--- src/rtl/sdram_aref.sv ---
// Periodic auto-refresh engine: times the refresh interval, queues pending
// refreshes and, once granted by the arbiter, issues PRECHARGE-all followed
// by AUTO-REFRESH on its own command/address lane.
module sdram_aref #(
    parameter int unsigned ADDR_BITS    = 12,
    parameter int unsigned REF_INTERVAL = 1040,
    parameter int unsigned T_RP         = 3,
    parameter int unsigned T_RFC        = 9,
    parameter int unsigned MAX_PEND     = 8
) (
    input  logic                 sdram_clk,
    input  logic                 rst,
    input  logic                 init_done,
    input  logic                 aref_en,
    output logic                 aref_req,
    output logic                 aref_done,
    output logic                 aref_ovf,
    output logic [3:0]           cmd_reg,
    output logic [ADDR_BITS-1:0] sdram_addr
);

    localparam int unsigned RefW    = (REF_INTERVAL > 1) ? $clog2(REF_INTERVAL) : 1;
    localparam int unsigned PendW   = $clog2(MAX_PEND + 1);
    localparam int unsigned WaitMax = (T_RP > T_RFC) ? T_RP : T_RFC;
    localparam int unsigned WaitW   = $clog2(WaitMax + 1);

    localparam logic [RefW-1:0]      RefLast = RefW'(REF_INTERVAL - 1);
    localparam logic [PendW-1:0]     PendMax = PendW'(MAX_PEND);
    localparam logic [PendW-1:0]     PendOne = PendW'(1);
    localparam logic [WaitW-1:0]     RpLoad  = WaitW'(T_RP - 1);
    localparam logic [WaitW-1:0]     RfcLoad = WaitW'(T_RFC - 1);
    localparam logic [WaitW-1:0]     WaitOne = WaitW'(1);
    localparam logic [ADDR_BITS-1:0] AddrA10 = ADDR_BITS'(12'h400);

    // {CS_n, RAS_n, CAS_n, WE_n}
    localparam logic [3:0] CmdNop  = 4'b0111;
    localparam logic [3:0] CmdPre  = 4'b0010;
    localparam logic [3:0] CmdAref = 4'b0001;

    typedef enum logic [2:0] {
        StIdle,
        StPre,
        StWaitRp,
        StAref,
        StWaitRfc,
        StDone
    } state_e;

    state_e                 state_q, state_d;
    logic [WaitW-1:0]       wait_q, wait_d;
    logic [RefW-1:0]        ref_cnt_q, ref_cnt_d;
    logic [PendW-1:0]       pend_q, pend_d;
    logic                   ovf_q, ovf_d;
    logic                   tick;
    logic                   completing;
    logic [3:0]             cmd_q;
    logic [ADDR_BITS-1:0]   addr_q;
    logic                   done_q;

    assign completing = (state_q == StDone);
    assign aref_req   = (state_q == StIdle) && (pend_q != '0);
    assign aref_done  = done_q;
    assign aref_ovf   = ovf_q;
    assign cmd_reg    = cmd_q;
    assign sdram_addr = addr_q;

    // Free-running interval timer; held at zero until initialization completes.
    always_comb begin
        ref_cnt_d = ref_cnt_q;
        tick      = 1'b0;
        if (!init_done) begin
            ref_cnt_d = '0;
        end else if (ref_cnt_q == RefLast) begin
            ref_cnt_d = '0;
            tick      = 1'b1;
        end else begin
            ref_cnt_d = ref_cnt_q + RefW'(1);
        end
    end

    // Pending-refresh bookkeeping; a tick and a completion in one cycle cancel.
    always_comb begin
        pend_d = pend_q;
        ovf_d  = ovf_q;
        if (!init_done) begin
            pend_d = '0;
        end else if (tick && !completing) begin
            if (pend_q == PendMax) begin
                ovf_d = 1'b1;
            end else begin
                pend_d = pend_q + PendOne;
            end
        end else if (completing && !tick && (pend_q != '0)) begin
            pend_d = pend_q - PendOne;
        end
    end

    // Sequence next-state; the shared wait counter is loaded on entry to each wait state.
    always_comb begin
        state_d = state_q;
        wait_d  = wait_q;
        unique case (state_q)
            StIdle: begin
                if (aref_req && aref_en) begin
                    state_d = StPre;
                end
            end
            StPre: begin
                if (T_RP > 1) begin
                    state_d = StWaitRp;
                    wait_d  = RpLoad;
                end else begin
                    state_d = StAref;
                end
            end
            StWaitRp: begin
                if (wait_q <= WaitOne) begin
                    state_d = StAref;
                end else begin
                    wait_d = wait_q - WaitOne;
                end
            end
            StAref: begin
                if (T_RFC > 1) begin
                    state_d = StWaitRfc;
                    wait_d  = RfcLoad;
                end else begin
                    state_d = StDone;
                end
            end
            StWaitRfc: begin
                if (wait_q <= WaitOne) begin
                    state_d = StDone;
                end else begin
                    wait_d = wait_q - WaitOne;
                end
            end
            StDone: begin
                state_d = StIdle;
            end
            default: begin
                state_d = StIdle;
            end
        endcase
    end

    // Timer, pending count and sticky overflow registers.
    always_ff @(posedge sdram_clk) begin
        if (rst) begin
            ref_cnt_q <= '0;
            pend_q    <= '0;
            ovf_q     <= 1'b0;
        end else begin
            ref_cnt_q <= ref_cnt_d;
            pend_q    <= pend_d;
            ovf_q     <= ovf_d;
        end
    end

    // FSM state plus outputs decoded from the next state so they align with it.
    always_ff @(posedge sdram_clk) begin
        if (rst) begin
            state_q <= StIdle;
            wait_q  <= '0;
            cmd_q   <= CmdNop;
            addr_q  <= '0;
            done_q  <= 1'b0;
        end else begin
            state_q <= state_d;
            wait_q  <= wait_d;
            cmd_q   <= (state_d == StPre)  ? CmdPre  :
                       (state_d == StAref) ? CmdAref : CmdNop;
            addr_q  <= (state_d == StPre) ? AddrA10 : '0;
            done_q  <= (state_d == StDone);
        end
    end

endmodule

--- config.mk ---
export PLATFORM = sky130hd
export DESIGN_NAME = sdram_aref
export DESIGN_NICKNAME = d
export VERILOG_FILES = /design/src/rtl/sdram_aref.sv
export SDC_FILE = /design/constraint.sdc
export NUM_CORES = 1
export LEC_CHECK = 0
export BUFFER_PORTS_ARGS = -buffer_cell sky130_fd_sc_hd__buf_2
export CAP_MARGIN = 30
export CORE_UTILIZATION = 56
export DETAILED_ROUTE_END_ITERATION = 7
export PLACE_DENSITY = 0.85
export REMOVE_ABC_BUFFERS = 1
export SYNTH_ARGS = -nofsm -noshare
export SYNTH_HDL_FRONTEND = slang
export SYNTH_SLANG_ARGS = --single-unit
--- constraint.sdc ---
create_clock -name sdram_clk -period 3 [get_ports sdram_clk]
set_clock_uncertainty 0.15 [all_clocks]
set_input_delay 0.6 -clock sdram_clk [delete_from_list [all_inputs] [get_ports sdram_clk]]
set_output_delay 0.6 -clock sdram_clk [all_outputs]
set_load 0.02 [all_outputs]
==> reports/qor.yml, run 1 <==
grt_remaining_overflow: 0
grtUsageTotal_pct: 20.9
clock_sinks: 28
antennaDiodeCount: 0
combPwrFrac_pct: 4.1
yosysUniqueCellTypes: 45
die_w_um: 54.4
tightest_slew_ns: 0.502
cpLargestDelayFamily: "compound AO/OA/AOI/OAI gates"
coreArea_mm2: 0.00254
synth_xor_xnor_area_share_pct: 7.99
path_cells: "ha_1, and3_1, nand4_4, nor2_4, inv_2, ha_1, a21o_1, a21oi_1, nand2_1, o311ai_0, o32ai_1"
syn_inst: 177
place_congestion: 0.842
largest_reg_flops: 11
crit_path_frequent_cell: "ha_1"
nets: 195
viasPerCell: 5.72
synth.area.mux_share_pct: 0
num_rows: 18
hp-class: "flop to flop"
synth-adder-area-share_pct: 5.38
synth_compound_area_share_pct: 13.8
grt_pass1_wl_um: 4350
place_ws_ns: 0.0656
switching_share_pct: 20.9
max_flop_register: "ref_cnt_q"
die_h_um: 54.4
rsz0062_at_grt: "false"
timing.final.crit_period_ns: 2.72
post-route-util_pct: 63.1
crit_buf_inv: 1
cts_buffers: 3
drt_iter0_drc: 42
synth.avg_cell_area_um2: 8.67
internal_power_uw: 513
largest_registers: "ref_cnt_q: 11 flops, pend_q: 4 flops, wait_q: 4 flops"
placement.io_buffers: 10
clk_latency_ns: 0.33
ant_nets: 0
path_class: "flop to flop"
slew_headroom_pct: 66.5
maxCapViolCount: 0
yosysTopAreaCell: "dfxtp_1"
synth_top_area_share_pct: 36.5
setup_violations: 0
num-fill-cells: 219
hold_ws_ns: 0.315
tns_ns: 0
cts_resized: 0
cts_root_buffer: "clkbuf_4"
cp_max_fo: 8
dp_cells: 210
clkTransAtPathRegs_ns: 0.15
antenna_found_initial: 0
placed_area_mm2: 0.00155
startpoint_type: "flop"
dieArea_mm2: 0.00296
ys_seq_area_share_pct: 36.5
synth_edf_count: 0
cts_max_level: 1
p_leak_nw: 0.633
initial_core_util_pct: 60.3
cts_hold_buf: 0
postSynthRegisterBits: 28
switching_power_uw: 136
ys_top_cells_by_area: "dfxtp_1, xnor2_1, buf_4"
p_clk_share_pct: 38.2
dr.pass1.iters: 4
finalCritPeriodShare_pct: 90.6
yosysWarnings: 0
status: "finished, final reports clean"
post_drt_wl_per_cell_um: 13.2
synthTopCellsByCount: "dfxtp_1, nor2_1, nand2_1, buf_4, xnor2_1"
pwr-share-seq_pct: 57.7
layout_setup_ws_ns: 0.282
cts_tree: "yes"
cpPeakStageDelay_ns: 0.38
final_cell_area_mm2: 0.00161
synth_top_family_by_area: "simple AND/OR/NAND/NOR gates"
end_kind: "flop"
synthArstFlopShare_pct: 0
postCtsSetupRepairBufs: 0
grt_pass1_vias: 1044
finalPower_uw: 648
drive_gt1_share_pct: 13.0
instances_no_fill: 214
num_vias: 1225
yosys.area_share.simple_pct: 27.4
dp_hpwl_um: 2090
synth-main-ff-cell: "dfxtp_1"
grt_max_degree: 17
syn_to_final_growth_pct: 4.56
finalHoldViolCount: 0
arrival_ns: 2.79
io_pins: 23
fmaxAchievable_ghz: 0.368
post-synth-top-count-cell: "dfxtp_1"
slew_violations: 0
critPathSlowestCell: "dfxtp_1"
drc: 0
syn_area_mm2: 0.00154
power_density_mw_per_mm2: 404
irDropWorstVdd_mv: 0.441
cp.required_ns: 3.07
drt-total-wl_um: 2830
cts_buffer_depth: 2
[cells in the final DEF, fill, tap and decap left out, types with 2 or more instances in the layout]
cell type	netlist	layout
nand3_1	3	3
xor2_1	3	3
o21ai_0	6	6
a21o_1	3	3
or3_1	5	5
a31oi_1	4	4
and3_1	7	7
nand2b_1	2	2
nor2_1	19	19
nand2_1	13	13
nor2b_1	3	3
buf_2	2	10
nor3_1	6	6
a211oi_1	3	3
conb_1	1	12
nor3b_1	2	2
ha_1	5	5
a21oi_1	7	7
clkbuf_4	0	3
xnor2_1	11	11
and2_1	2	2
nor2_4	2	2
dfxtp_1	28	28
inv_1	3	3
[worst reg2reg max path, cell delays in order (launching register included)]
cell and delay, ns:
dfxtp_1 0.38, ha_1 0.18, and3_1 0.29, nand4_4 0.20, nor2_4 0.15, inv_2 0.07, ha_1 0.28, a21o_1 0.17
a21oi_1 0.23, nand2_1 0.11, o311ai_0 0.29, o32ai_1 0.12
[worst paths after layout]
path                            slack, ns            to         start  depth (start not counted)
worst max-delay path                 0.28     pend_q[3]  ref_cnt_q[0]                         11
worst min-delay path                 0.31  ref_cnt_q[0]  ref_cnt_q[0]                          1
worst max register to register       0.28     pend_q[3]  ref_cnt_q[0]                         11
worst min register to register       0.31  ref_cnt_q[0]  ref_cnt_q[0]                          1
[power by group through the flow]
stage / Combinational, mW / Sequential, mW / Clock, mW
after CTS: 0.0262 / 0.374 / 0.251
after detailed placement: 0.0261 / 0.382 / 0
after floorplan: 0.0195 / 0.382 / 0
final: 0.0265 / 0.374 / 0.247
after global placement: 0.0254 / 0.382 / 0
after global routing: 0.0286 / 0.374 / 0.263
[per-layer routing]
metal	vias up	routed length [µm]	track usage, %
met5	-	0	0
met4	0	16	6.41
met3	2	170	6.39
met2	42	1370	37.8
met1	574	1280	23.1
li1	607	-	-
[cell families after synthesis]
family	after synthesis
buffers and inverters	23
XOR/XNOR	14
other	1
flip-flops	28
AO/OA/AOI/OAI	32
adder cells (fa/ha/maj)	6
AND/OR/NAND/NOR	73
[cell type report]
cell class              count  area (µm²)  area share (%)
clock buffers               3        22.5            1.40
clock inverters             1        30.0            1.87
inverters                   4        15.0           0.935
multi-input cells         137         882            54.9
flip-flops and latches     28         561            34.9
well taps                  30        37.5            2.34
repair buffers             11        57.6            3.59
(Power assumes the default switching activity.)
==> run 2, diff against run 1 <==
CORE_UTILIZATION = 50   (was 56)
GPL_TIMING_DRIVEN = 0   (was unset)
PLACE_DENSITY = 0.8   (was 0.85)
RECOVER_POWER = 100   (was unset)
clock period = 2.2 ns   (was 3 ns; I/O delays follow)
==> run 2 against run 1 <==
Compared with the run above:
- largest cell class unchanged
- flip-flop and latch count did not move
- worst setup slack worse by 0.46 ns
- the run now ends with design-rule violations, negative setup slack left
- first-iteration DRC count increased by 40%
- cell count grew 3.7%
- combinational power is 49% higher
- total power rose by 37%
- clock power grew 38%
- design area grew 7.4%
==> reports/qor.yml, run 2 (synthesis results as in run 1) <==
end_kind: "flop"
num_rows: 19  # +1
startpoint_type: "flop"
hold_ws_ns: 0.242  # -0.0727 ns
register_area_um2: 576  # +2.7%
nets: 202  # +3.6%
num-fill-cells: 248  # +13%
clk_latency_ns: 0.33  # about the same
violations: "design-rule violations, negative setup slack"
grt_pass1_wl_um: 4930  # +13%
clkTransAtPathRegs_ns: 0.15  # about the same
tightest_slew_ns: 0.563  # +0.0614 ns
dr.pass1.iters: 6  # +2
rsz0062_at_grt: "true"
maxCapViolCount: 0  # unchanged
grt_max_degree: 17  # unchanged
multi_input_area_um2: 941  # +6.7%
largest_registers: "ref_cnt_q: 11 flops, pend_q: 4 flops, wait_q: 4 flops"
placed_area_mm2: 0.00155  # -0.40%
cts_buffer_depth: 2  # unchanged
antenna_found_initial: 0  # unchanged
placement.io_buffers: 10  # unchanged
cts_buffers: 3  # unchanged
grt_remaining_overflow: 0  # unchanged
post_drt_wl_per_cell_um: 13.8  # +4.0%
irDropWorstVdd_mv: 0.300  # -32%
grt_pass1_vias: 1109  # +6.2%
path_cells: "nor4_4, nand4_4, nor2_4, inv_4, ha_4, a21o_1, a21oi_2, nand2_2, o22a_1, o32ai_2"
hold_depth: 2  # +1
ff2ff_path_depth: 10  # -1
cpPeakStageDelay_ns: 0.39  # about the same
max_flop_register: "ref_cnt_q"
status: "complete, but fails checks"
initial_core_util_pct: 54.3  # -6.1 points
cp_max_fo: 4  # -4
place_congestion: 0.816  # -3.1%
die_w_um: 57.4  # +5.6%
grtUsageTotal_pct: 19.2  # -1.7 points
die_h_um: 57.4  # +5.6%
num_vias: 1232  # +0.57%
drt_iter0_drc: 59  # +40%
setup_violations: 2  # +2
instances_no_fill: 222  # +3.7%
cts_max_level: 1  # unchanged
dp_cells: 210  # unchanged
dieArea_mm2: 0.00330  # +12%
finalCritPeriodShare_pct: 108  # +18 points
largest_reg_flops: 11  # unchanged
fmaxAchievable_ghz: 0.420  # +14%
power_density_mw_per_mm2: 515  # +28%
viasPerCell: 5.55  # -3.1%
mostFrequentLayoutCell: "dfxtp_1"
slew_headroom_pct: 62.4  # -4.1 points
slew_violations: 0  # unchanged
coreArea_mm2: 0.00283  # +11%
layout_setup_ws_ns: -0.180  # -0.462 ns
drive_gt1_share_pct: 20.9  # +7.9 points
cts_tree: "yes"
drc: 3  # +3
finalHoldViolCount: 0  # unchanged
cts_root_buffer: "clkbuf_4"
drt-total-wl_um: 3060  # +7.9%
syn_to_final_growth_pct: 12.3
p_leak_nw: 0.653  # +3.2%
critPathSlowestCell: "dfxtp_4"
cp.required_ns: 2.31  # -0.76 ns
arrival_ns: 2.49  # -0.30 ns
io_pins: 23  # unchanged
path_class: "flop to flop"
hp-class: "input port to flop"
ant_nets: 0  # unchanged
timing.final.crit_period_ns: 2.38  # -0.338 ns
clock_sinks: 28  # unchanged
antennaDiodeCount: 0  # unchanged
final_cell_area_mm2: 0.00172  # +7.4%
dp_hpwl_um: 1990  # -4.7%
tns_ns: -0.317  # -0.317 ns
finalPower_uw: 889  # +37%
final_cell_mix: "dfxtp_1, nor2_1, nand2_1, conb_1, xnor2_1"
[run 2: where the power goes]
part	internal (mW)	switching [mW]
logic	0.00773	0.0319
clock network	0.184	0.156
registers	0.507	0.00210
total	0.699	0.190
[run 2: critical path: cells and delay by family, from the launching register on]
family | cells | cell delay, ns
and+or+nand+nor | 4 | 0.75
AOI/OAI and AO/OA | 4 | 0.74
adders and majority gates | 1 | 0.20
buffers and inverters | 1 | 0.07
DFF | 1 | 0.39
[run 2: area by class of cell]
cell class,count,area share [%]
multi-input combinational,137,54.6
sequential,28,33.4
timing repair buffer,18,5.73
tap,31,2.25
clock inverter,1,1.74
clock buffer,3,1.31
inverter,4,1.02
[run 2: metal layers]
metal	track usage, %	vias up	routed length, µm
li1	-	620	-
met1	23.1	565	1330
met2	33.9	38	1520
met3	4.54	9	141
met4	5.57	0	67
met5	0	-	0
[run 2: metrics by stage]
| step | setup slack, ns | util (%) |
|---|---|---|
| floorplan | -0.282 | - |
| global placement | -0.528 | 54.7 |
| detailed placement | -0.672 | 54.7 |
| CTS | -0.175 | 60.0 |
| global route | -0.220 | 60.9 |
| finish | -0.180 | 60.9 |
[run 2: path summary, 6_finish.rpt]
path | from | endpoint | slack, ns
worst max-delay path | ref_cnt_q[4] | pend_q[3] | -0.18
worst min-delay path | rst | wait_q[0] | 0.24
worst max register to register | ref_cnt_q[4] | pend_q[3] | -0.18
worst min register to register | aref_ovf | aref_ovf | 0.36
[run 2: what timing repair did]
item                                    in CTS  in global routing
pin swaps                                    9                  8
setup buffers                                5                  3
endpoints found under the setup margin       3                  3
hold buffers                                 0                  0
resized for setup                           17                  6
==> run 3, diff against run 2 <==
CELL_PAD_IN_SITES_DETAIL_PLACEMENT = 0   (was unset)
CELL_PAD_IN_SITES_GLOBAL_PLACEMENT = 1   (was unset)
CORE_UTILIZATION = 38   (was 50)
PLACE_DENSITY = 0.81   (was 0.8)
SKIP_CTS_REPAIR_TIMING = 1   (was unset)
==> run 3 against run 2 <==
Compared with the run above:
- the flow finishes with violations (negative setup slack)
- design area grew 2.0%
- first-iteration DRC count increased by 41%
- global-route usage decreased by 4.7 points
- non-clock buffer count shrank 1
- fmax decreased by 2.9%
- flip-flop and latch count unchanged
- clock power fell by 7.9%
- core utilization fell by 14 points
- sequential power about the same
- critical path depth stayed put
- total power decreased by 3.4%
- highest routed layer unchanged
==> reports/qor.yml, run 3 (synthesis results as in run 1) <==
clkTransAtPathRegs_ns: 0.10  # -0.05 ns
fmaxAchievable_ghz: 0.408  # -2.9%
rsz0062_at_grt: "true"
nets: 201  # -0.50%
dp_hpwl_um: 2030  # +1.8%
hp-class: "flop to flop"
finalCritPeriodShare_pct: 111  # +3.3 points
mostFrequentLayoutCell: "dfxtp_1"
cp.required_ns: 2.24  # -0.07 ns
cts_buffers: 3  # unchanged
cts_root_buffer: "clkbuf_8"
num_vias: 1231  # -0.081%
cp_max_fo: 5  # +1
ant_nets: 0  # unchanged
startpoint_type: "flop"
violations: "negative setup slack"
io_pins: 23  # unchanged
status: "complete, but fails checks"
largest_reg_flops: 11  # unchanged
initial_core_util_pct: 40.7  # -14 points
grt_pass1_vias: 1174  # +5.9%
placement.io_buffers: 10  # unchanged
drc: 0  # -3
place_congestion: 0.763  # -6.5%
wl_met2_um: 1540  # +1.6%
finalPower_uw: 858  # -3.4%
maxCapViolCount: 0  # unchanged
clock_sinks: 28  # unchanged
p_leak_nw: 0.665  # +1.8%
irDropWorstVdd_mv: 0.270  # -10%
slew_headroom_pct: 57.3  # -5.0 points
finalHoldViolCount: 0  # unchanged
wl_met3_um: 106  # -25%
clk_latency_ns: 0.27  # -0.06 ns
num-fill-cells: 367  # +48%
post_drt_wl_per_cell_um: 12.9  # -6.3%
timing.final.crit_period_ns: 2.45  # +0.0719 ns
path_cells: "nor4_4, nand4_4, nor2_4, inv_4, ha_4, a21o_1, a21oi_2, nand2_2, o22a_1, o32ai_2"
crit_buf_inv: 1  # unchanged
critPathSlowestCell: "dfxtp_4"
dieArea_mm2: 0.00430  # +30%
cts_buffer_depth: 2  # unchanged
num_rows: 22  # +3
end_kind: "flop"
arrival_ns: 2.49  # about the same
slew_violations: 0  # unchanged
grtUsageTotal_pct: 14.5  # -4.7 points
antennaDiodeCount: 0  # unchanged
layout_setup_ws_ns: -0.252  # -0.0719 ns
wl_met1_um: 1390  # +4.4%
grt_max_degree: 16  # -1
largest_registers: "ref_cnt_q: 11 flops, pend_q: 4 flops, wait_q: 4 flops"
die_w_um: 65.6  # +14%
cpPeakStageDelay_ns: 0.37  # -0.02 ns
antenna_found_initial: 0  # unchanged
grt_pass1_wl_um: 4930  # +0.14%
cpLargestDelayFamily: "simple AND/OR/NAND/NOR gates"
coreArea_mm2: 0.00377  # +33%
max_flop_register: "ref_cnt_q"
path_class: "flop to flop"
drive_gt1_share_pct: 26.3  # +5.4 points
syn_to_final_growth_pct: 14.6
drt_iter0_drc: 83  # +41%
setup_violations: 2  # unchanged
dr.pass1.iters: 4  # -2
routed.top_layer: "met4"
cts_max_level: 1  # unchanged
viasPerCell: 5.17  # -6.8%
power_density_mw_per_mm2: 488  # -5.4%
cts_tree: "yes"
grt_remaining_overflow: 0  # unchanged
place_ws_ns: -0.578  # +0.0941 ns
final_cell_mix: "dfxtp_1, nor2_1, nand2_1, conb_1, xnor2_1"
die_h_um: 65.6  # +14%
tightest_slew_ns: 0.639  # +0.0754 ns
drt-total-wl_um: 3070  # +0.43%
run 3: layout make-up:
class                           count  area (µm²)  share of cell area, %
Multi-Input combinational cell    137         953                   54.2
Inverter                            4        17.5                  0.996
Timing Repair Buffer               17         103                   5.83
Sequential cell                    28         571                   32.4
Tap cell                           48        60.1                   3.41
Clock buffer                        4        55.1                   3.13
run 3: metal layers:
layer	up-vias	track usage, %
li1	620	-
met1	584	15.7
met2	23	27.7
met3	4	3.30
met4	0	3.80
met5	-	0
run 3: per-stage QoR:
step	utilization [%]	area, µm²	setup TNS (ns)	cells	hold slack [ns]
final	46.6	1760	-0.411	238	0.270
after global routing	46.6	1760	-0.772	238	0.296
after CTS	43.0	1620	-0.868	231	0.301
after detailed placement	41.6	1570	-0.972	227	0.289
after global placement	41.6	1570	-0.859	227	0.274
after floorplan	-	1460	-0.390	169	0.263
run 3: worst reg2reg max path: stages (launching register included):
cell,delay (ns)
dfxtp_4,0.37
nor4_4,0.36
nand4_4,0.21
nor2_4,0.18
inv_4,0.07
ha_4,0.21
a21o_1,0.16
a21oi_2,0.18
nand2_2,0.08
o22a_1,0.18
o32ai_2,0.25
run 3: final timing paths:
kind                                   start            to  slack (ns)  cells after the start
worst max register to register  ref_cnt_q[9]     pend_q[3]       -0.25                     10
worst min register to register  ref_cnt_q[0]  ref_cnt_q[0]        0.27                      1
worst max-delay path            ref_cnt_q[9]     pend_q[3]       -0.25                     10
worst min-delay path            ref_cnt_q[0]  ref_cnt_q[0]        0.27                      1
run 3: power by group:
group          switching [mW]  internal (mW)  leakage, nW
logic                  0.0312        0.00588        0.407
clock network           0.153          0.160       0.0288
registers             0.00120          0.507        0.229
